### src/rtl/step_clock_ctrl_pkg.sv
// step_ctrl_pkg: shared types and defaults for the step clock controller.
//   step_state_t  : STEP-mode FSM states (IDLE, PRESSED, REPEAT)
//   DEF_*         : default parameter values (100 MHz board clock)
//   cnt_width()   : counter width needed to hold 0..n-1 (minimum 1 bit)
package step_ctrl_pkg;

  typedef enum logic [1:0] {
    IDLE    = 2'd0,
    PRESSED = 2'd1,
    REPEAT  = 2'd2
  } step_state_t;

  localparam int unsigned DEF_DEBOUNCE_CYCLES = 1000000;
  localparam int unsigned DEF_RUN_DIV         = 50000000;
  localparam int unsigned DEF_CNT_W           = 16;
  localparam int unsigned DEF_REPEAT_DELAY    = 50000000;
  localparam int unsigned DEF_REPEAT_RATE     = 10000000;

  function automatic int unsigned cnt_width(input int unsigned n);
    return (n <= 1) ? 1 : $clog2(n);
  endfunction

endpackage

### src/rtl/step_clock_ctrl_if.sv
// step_clock_ctrl_if: board-side signal bundle of the step clock controller.
//   btn_step   : raw STEP pushbutton (async, bouncy)
//   sw_run     : raw RUN switch, 1 = RUN mode
//   step_en    : one-cycle CPU clock-enable pulse
//   run_mode   : debounced sw_run
//   btn_level  : debounced btn_step
//   step_count : number of step_en pulses issued, wraps
// master drives the raw inputs (board / bench), slave is the controller.
interface step_clock_ctrl_if
  import step_ctrl_pkg::*;
#(
  parameter int unsigned CNT_W = DEF_CNT_W
);
  logic             btn_step;
  logic             sw_run;
  logic             step_en;
  logic             run_mode;
  logic             btn_level;
  logic [CNT_W-1:0] step_count;

  modport master (
    output btn_step, sw_run,
    input  step_en, run_mode, btn_level, step_count
  );

  modport slave (
    input  btn_step, sw_run,
    output step_en, run_mode, btn_level, step_count
  );
endinterface

### src/rtl/step_clock_ctrl_debounce_sync.sv
// debounce_sync: 2-FF synchronizer followed by a counting debouncer.
//   ssdclk  : board clock
//   rst     : async active-low reset (level and counter cleared)
//   i_raw   : asynchronous raw input
//   o_level : debounced stable level
//   o_flip  : high in the cycle whose clock edge flips o_level
module debounce_sync
  import step_ctrl_pkg::*;
#(
  parameter int unsigned DEBOUNCE_CYCLES = DEF_DEBOUNCE_CYCLES
) (
  input  logic ssdclk,
  input  logic rst,
  input  logic i_raw,
  output logic o_level,
  output logic o_flip
);
  localparam int unsigned W = cnt_width(DEBOUNCE_CYCLES);
  localparam logic [W-1:0] CNT_LAST = W'(DEBOUNCE_CYCLES - 1);
  localparam logic [W-1:0] CNT_ONE  = W'(1);

  logic         r_meta;
  logic         r_sync;
  logic         r_level;
  logic [W-1:0] r_cnt;
  logic         w_diff;

  assign w_diff  = r_sync ^ r_level;
  assign o_flip  = w_diff & (r_cnt == CNT_LAST);
  assign o_level = r_level;

  always_ff @(posedge ssdclk or negedge rst) begin
    if (!rst) begin
      r_meta  <= 1'b0;
      r_sync  <= 1'b0;
      r_level <= 1'b0;
      r_cnt   <= '0;
    end else begin
      r_meta <= i_raw;
      r_sync <= r_meta;
      if (!w_diff) begin
        r_cnt <= '0;
      end else if (o_flip) begin
        r_level <= ~r_level;
        r_cnt   <= '0;
      end else begin
        r_cnt <= r_cnt + CNT_ONE;
      end
    end
  end
endmodule

### src/rtl/step_clock_ctrl.sv
// step_clock_ctrl: debounced STEP/RUN front end producing the CPU clock enable.
//   ssdclk : free-running board clock
//   rst    : async active-low reset
//   bus    : step_clock_ctrl_if.slave (raw btn_step/sw_run in; step_en,
//            run_mode, btn_level, step_count out)
// Optional feature macro: STEP_HOLD_REPEAT_EN adds hold-to-auto-repeat in
// STEP mode (REPEAT state plus a delay/rate down-counter).
//
// state   | meaning
// --------+-----------------------------------------------------------
// IDLE    | waiting for a debounced button press (also forced in RUN)
// PRESSED | pulse issued, waiting for release (or hold timeout)
// REPEAT  | held past REPEAT_DELAY, pulsing every REPEAT_RATE cycles
module step_clock_ctrl
  import step_ctrl_pkg::*;
#(
  parameter int unsigned DEBOUNCE_CYCLES = DEF_DEBOUNCE_CYCLES,
  parameter int unsigned RUN_DIV         = DEF_RUN_DIV,
  parameter int unsigned CNT_W           = DEF_CNT_W,
  parameter int unsigned REPEAT_DELAY    = DEF_REPEAT_DELAY,
  parameter int unsigned REPEAT_RATE     = DEF_REPEAT_RATE
) (
  input  logic             ssdclk,
  input  logic             rst,
  step_clock_ctrl_if.slave bus
);
  localparam int unsigned DIV_W = cnt_width(RUN_DIV);
  localparam logic [DIV_W-1:0] DIV_LAST = DIV_W'(RUN_DIV - 1);
  localparam logic [DIV_W-1:0] DIV_ONE  = DIV_W'(1);

  if (DEBOUNCE_CYCLES < 1 || RUN_DIV < 1 || REPEAT_DELAY < 1 || REPEAT_RATE < 1) begin : g_param_check
    $error("step_clock_ctrl: DEBOUNCE_CYCLES, RUN_DIV, REPEAT_DELAY, REPEAT_RATE must be >= 1");
  end

  logic             w_btn_level;
  logic             w_btn_flip;
  logic             w_run_level;
  logic             w_run_flip;
  logic             r_btn_rise;
  logic [DIV_W-1:0] r_div;
  logic             r_step_en;
  logic [CNT_W-1:0] r_count;
  step_state_t      r_state;
  step_state_t      w_state_nxt;
  logic             w_pulse;

`ifdef STEP_HOLD_REPEAT_EN
  localparam int unsigned RPT_MAX = (REPEAT_DELAY > REPEAT_RATE) ? REPEAT_DELAY : REPEAT_RATE;
  localparam int unsigned RPT_W   = cnt_width(RPT_MAX);
  localparam logic [RPT_W-1:0] DELAY_LAST = RPT_W'(REPEAT_DELAY - 1);
  localparam logic [RPT_W-1:0] RATE_LAST  = RPT_W'(REPEAT_RATE - 1);
  localparam logic [RPT_W-1:0] RPT_ONE    = RPT_W'(1);
  logic [RPT_W-1:0] r_rpt_tmr;
  logic [RPT_W-1:0] w_tmr_nxt;
`endif

  debounce_sync #(.DEBOUNCE_CYCLES(DEBOUNCE_CYCLES)) u_deb_btn (
    .ssdclk  (ssdclk),
    .rst     (rst),
    .i_raw   (bus.btn_step),
    .o_level (w_btn_level),
    .o_flip  (w_btn_flip)
  );

  debounce_sync #(.DEBOUNCE_CYCLES(DEBOUNCE_CYCLES)) u_deb_run (
    .ssdclk  (ssdclk),
    .rst     (rst),
    .i_raw   (bus.sw_run),
    .o_level (w_run_level),
    .o_flip  (w_run_flip)
  );

  // A run-mode flip this cycle is the mode change: it suppresses any pulse
  // and parks the FSM, whichever direction the switch moved.
  always_comb begin
    w_state_nxt = r_state;
    w_pulse     = 1'b0;
`ifdef STEP_HOLD_REPEAT_EN
    w_tmr_nxt   = r_rpt_tmr;
`endif
    if (w_run_flip) begin
      w_state_nxt = IDLE;
    end else if (w_run_level) begin
      w_state_nxt = IDLE;
      w_pulse     = (r_div == DIV_LAST);
    end else begin
      case (r_state)
        IDLE: begin
          if (r_btn_rise) begin
            w_state_nxt = PRESSED;
            w_pulse     = 1'b1;
`ifdef STEP_HOLD_REPEAT_EN
            w_tmr_nxt   = DELAY_LAST;
`endif
          end
        end
        PRESSED: begin
          if (!w_btn_level) begin
            w_state_nxt = IDLE;
          end
`ifdef STEP_HOLD_REPEAT_EN
          else if (r_rpt_tmr == '0) begin
            w_state_nxt = REPEAT;
            w_tmr_nxt   = RATE_LAST;
          end else begin
            w_tmr_nxt = r_rpt_tmr - RPT_ONE;
          end
`endif
        end
`ifdef STEP_HOLD_REPEAT_EN
        REPEAT: begin
          if (!w_btn_level) begin
            w_state_nxt = IDLE;
          end else if (r_rpt_tmr == '0) begin
            w_pulse   = 1'b1;
            w_tmr_nxt = RATE_LAST;
          end else begin
            w_tmr_nxt = r_rpt_tmr - RPT_ONE;
          end
        end
`endif
        default: w_state_nxt = IDLE;
      endcase
    end
  end

  always_ff @(posedge ssdclk or negedge rst) begin
    if (!rst) begin
      r_state    <= IDLE;
      r_step_en  <= 1'b0;
      r_count    <= '0;
      r_div      <= '0;
      r_btn_rise <= 1'b0;
`ifdef STEP_HOLD_REPEAT_EN
      r_rpt_tmr  <= '0;
`endif
    end else begin
      r_state    <= w_state_nxt;
      r_step_en  <= w_pulse;
      r_count    <= r_count + CNT_W'(w_pulse);
      r_btn_rise <= w_btn_flip & ~w_btn_level;
`ifdef STEP_HOLD_REPEAT_EN
      r_rpt_tmr  <= w_tmr_nxt;
`endif
      if (!w_run_level || w_run_flip || r_div == DIV_LAST) begin
        r_div <= '0;
      end else begin
        r_div <= r_div + DIV_ONE;
      end
    end
  end

  assign bus.step_en    = r_step_en;
  assign bus.run_mode   = w_run_level;
  assign bus.btn_level  = w_btn_level;
  assign bus.step_count = r_count;
endmodule

### src/flat_wrapper.sv
// flat-port wrapper written by rule: the top's interface ports become plain ports
module step_clock_ctrl_flat import step_ctrl_pkg::*;
#(
  parameter int unsigned DEBOUNCE_CYCLES = DEF_DEBOUNCE_CYCLES,
  parameter int unsigned RUN_DIV         = DEF_RUN_DIV,
  parameter int unsigned CNT_W           = DEF_CNT_W,
  parameter int unsigned REPEAT_DELAY    = DEF_REPEAT_DELAY,
  parameter int unsigned REPEAT_RATE     = DEF_REPEAT_RATE
)
  (ssdclk, rst, bus_btn_step, bus_sw_run, bus_step_en, bus_run_mode, bus_btn_level, bus_step_count);
  step_clock_ctrl_if #(.CNT_W(CNT_W)) bus_i ();
  input  logic ssdclk;
  input  logic rst;
  input wire logic [$bits(bus_i.btn_step)-1:0] bus_btn_step;
  input wire logic [$bits(bus_i.sw_run)-1:0] bus_sw_run;
  output wire logic [$bits(bus_i.step_en)-1:0] bus_step_en;
  output wire logic [$bits(bus_i.run_mode)-1:0] bus_run_mode;
  output wire logic [$bits(bus_i.btn_level)-1:0] bus_btn_level;
  output wire logic [$bits(bus_i.step_count)-1:0] bus_step_count;
  assign bus_i.btn_step = bus_btn_step;
  assign bus_i.sw_run = bus_sw_run;
  assign bus_step_en = bus_i.step_en;
  assign bus_run_mode = bus_i.run_mode;
  assign bus_btn_level = bus_i.btn_level;
  assign bus_step_count = bus_i.step_count;
  step_clock_ctrl #(.DEBOUNCE_CYCLES(DEBOUNCE_CYCLES), .RUN_DIV(RUN_DIV), .CNT_W(CNT_W), .REPEAT_DELAY(REPEAT_DELAY), .REPEAT_RATE(REPEAT_RATE)) u_core (.ssdclk(ssdclk), .rst(rst), .bus(bus_i));
endmodule
### config.mk
export PLATFORM = sky130hd
export DESIGN_NAME = step_clock_ctrl_flat
export DESIGN_NICKNAME = d
export VERILOG_FILES = /design/src/rtl/step_clock_ctrl_pkg.sv /design/src/rtl/step_clock_ctrl_if.sv /design/src/rtl/step_clock_ctrl_debounce_sync.sv /design/src/rtl/step_clock_ctrl.sv /design/src/flat_wrapper.sv
export SDC_FILE = /design/constraint.sdc
export NUM_CORES = 1
export LEC_CHECK = 0
export CORE_ASPECT_RATIO = 0.7
export CORE_MARGIN = 3
export CORE_UTILIZATION = 60
export CTS_BUF_LIST = sky130_fd_sc_hd__clkbuf_4 sky130_fd_sc_hd__clkbuf_8
export DETAILED_ROUTE_END_ITERATION = 8
export HOLD_SLACK_MARGIN = 0.08
export PLACE_DENSITY_LB_ADDON = 0.05
export SETUP_SLACK_MARGIN = 0.1
export SYNTH_ARGS = -nofsm -noshare
export SYNTH_HDL_FRONTEND = slang
export SYNTH_SLANG_ARGS = --single-unit
### constraint.sdc
create_clock -name ssdclk -period 7.02 [get_ports ssdclk]
set_input_delay 1.404 -clock ssdclk [delete_from_list [all_inputs] [get_ports ssdclk]]
set_output_delay 1.404 -clock ssdclk [all_outputs]
set_load 0.1 [all_outputs]
==> qor.yml <==
status: "complete, no violations"
syn_inst: 419
cts_tree: "built"
gp_congestion: 0.819
slowest_delay_ns: 1.20
ant_nets: 0
drive_gt1_share_pct: 6.98
top_layer_used: "met4"
worstPathMaxFanout: 7
grtUsageTotal_pct: 21.5
crit_chain: "clkdlybuf4s50_1"
post_drt_wl_per_cell_um: 14.9
min_path_type: "reg2reg"
wl_met1_um: 3870
insertion_delay_ns: 0.37
skew_ns: 0.0110
fin_crit_ns: 3.48
first_iter_violations: 178
final_util_pct: 70.2
die_h_um: 77.2
cp-start-kind: "flop"
start_util_pct: 63.2
tns_ns: 0
n_antenna_cell: 0
grt_antenna_before_repair: 0
path_class: "reg2out"
drt_first_pass_iters: 4
post-route-drc-count: 0
io_pins: 23
yosys_warnings: 0
synth_seq_cells: 91
wl_um: 8040
relSlewSlack_pct: 29.3
cts_resized: 0
min_period_over_period_pct: 49.5
crit_arrival_ns: 2.07
clk_pin_slew_ns: 0.08
p_leak_nw: 1.92
synth.distinct_cells: 38
synth-seq-area-share_pct: 52.3
syn_to_final_growth_pct: 11.0
finalSetupViolCount: 0
ys_dominant_reg_cell: "dfrtp_1"
min_from: "u_core.u_deb_btn.r_meta"
worstMarginPinSlew_ns: 1.06
place_hpwl_um: 5430
clock_sinks: 91
rsz0062_at_grt: "false"
dp_cells: 523
slowest_stage: "clkdlybuf4s50_1"
synth_area_leaders: "dfrtp_1 52%, xnor2_1 5.0%, xor2_1 4.8%"
viasPerCell: 5.90
synth_most_common_cell: "dfrtp_1"
p_seq_share_pct: 59.8
nets: 449
grt_pass1_vias: 3063
syn_nets: 428
clkPwrFrac_pct: 37.8
cts_buffers: 9
cp-end-kind: "primary output"
sw_frac_of_total_pct: 21.6
max_freq_mhz: 288
final_max_slew_viol_count: 0
rows: 25
coreArea_mm2: 0.00688
cap_violations: 0
wl_met3_um: 379
yosysTopAreaCell: "dfrtp_1"
power.density_mw_per_mm2: 184
p_comb_share_pct: 2.4
yosys-top-cells-count: "91 x dfrtp_1, 34 x nor2_1, 25 x xnor2_1"
p_int_w: 0.000697
cts_setup_buffers: 0
die_w_um: 108
hold_viol: 0
avgSynthCellArea_um2: 10.4
critical-path-top-delay-family: "buffers and inverters"
power_switching_w: 0.000193
htreeDepth: 3
grt_pass1_wl_um: 14300
syn_area_mm2: 0.00435
vias: 3172
clock_path_buffers: 2
cts_root_buf: "clkbuf_8"
dr_wl_met2_um: 3700
io_buffers: 22
crit_buf_inv: 1
final_area_mm2: 0.00483
placed_cell_area_mm2: 0.00464
dieArea_mm2: 0.00832
grt_start_max_net_pins: 68
required_ns: 5.62
final_cells: 538
peakVddDrop_uv: 135
hold_buffers: 0
synth_edf_count: 0
critPathLaunch: "u_core.u_deb_run.o_level"
synth_top_area_share_pct: 52.3
crit-reg2reg-launch: "u_core.u_deb_run.r_cnt[0]"
gr-total-overflow: 0
async_flop_share_pct: 100
[registers in the layout, summed over array words and instances, names as in the netlist]
name,cells
u_core.r_div,26
u_core.u_deb_run.o_level,1
u_core.bus.step_en,1
u_core.bus.step_count,16
u_core.u_deb_run.r_cnt,20
u_core.u_deb_run.r_meta,1
u_core.u_deb_btn.o_level,1
u_core.u_deb_btn.r_sync,1
u_core.u_deb_run.r_sync,1
u_core.r_state,1
u_core.u_deb_btn.r_cnt,20
u_core.u_deb_btn.r_meta,1
u_core.r_btn_rise,1
[per-layer routing]
layer,vias up,global-route usage (%)
met1,1555,30.0
li1,1557,-
met3,7,6.06
met4,0,7.19
met5,-,0
met2,53,32.5
[power by group through the flow]
stage	sequential, W	clock [W]	combinational, W
final	0.000532	0.000336	0.0000215
after global routing	0.000532	0.000371	0.0000253
after CTS	0.000532	0.000347	0.0000228
after detailed placement	0.000542	0	0.0000227
after global placement	0.000542	0	0.0000224
after floorplan	0.000541	0	0.00000863
[metrics by stage]
stage	power (W)	hold slack (ns)	setup slack, ns
after detailed placement	0.000565	0.335	3.94
after floorplan	0.000550	0.331	4.20
after global routing	0.000929	0.380	3.47
after CTS	0.000902	0.354	3.52
final	0.000890	0.352	3.54
after global placement	0.000564	0.333	3.95
[layout make-up]
| class | count | area (um^2) |
|---|---|---|
| multi-input combinational | 296 | 1940 |
| sequential | 91 | 2280 |
| inverter | 17 | 63.8 |
| timing repair buffer | 25 | 240 |
| clock inverter | 1 | 7.51 |
| clock buffer | 14 | 180 |
| tap | 94 | 118 |
| fill | 521 | 2050 |
[path summary, 6_finish.rpt]
check | end | slack (ns) | cells past startpoint
hold reg to reg | u_core.u_deb_btn.r_sync | 0.35 | 0
min in group asynchronous | u_core.r_div[9] | 0.93 | 1
setup / recovery | bus_run_mode | 3.54 | 1
max in group asynchronous | u_core.u_deb_btn.r_cnt[10] | 4.97 | 2
hold / removal | u_core.u_deb_btn.r_sync | 0.35 | 0
setup reg to reg | u_core.bus.step_count[14] | 3.99 | 11
[placed cells by master (no fill, tap or decap), types with 12 or more instances in the layout]
| master | synthesis | layout |
|---|---|---|
| nand3_1 | 22 | 22 |
| nor2_1 | 34 | 34 |
| nand4_1 | 20 | 20 |
| xnor2_1 | 25 | 25 |
| nand2_1 | 22 | 22 |
| a21oi_1 | 13 | 13 |
| or4_1 | 14 | 14 |
| dfrtp_1 | 91 | 91 |
| clkdlybuf4s50_1 | 0 | 21 |
| clkbuf_8 | 0 | 12 |
| o21ai_0 | 16 | 15 |
| inv_1 | 17 | 17 |
| a211oi_1 | 14 | 14 |
| o31ai_1 | 12 | 12 |
| nor3_1 | 19 | 19 |
| xor2_1 | 24 | 24 |
| or3_1 | 17 | 17 |
[cells by family after synthesis]
family          share of synthesized area [%]
fa+ha+maj                                1.44
buf+inv                                  3.19
flops                                    52.3
xor+xnor                                 9.86
simple gates                             23.0
mux                                     0.748
compound gates                           9.40
Power figures use the tool's default switching activity.
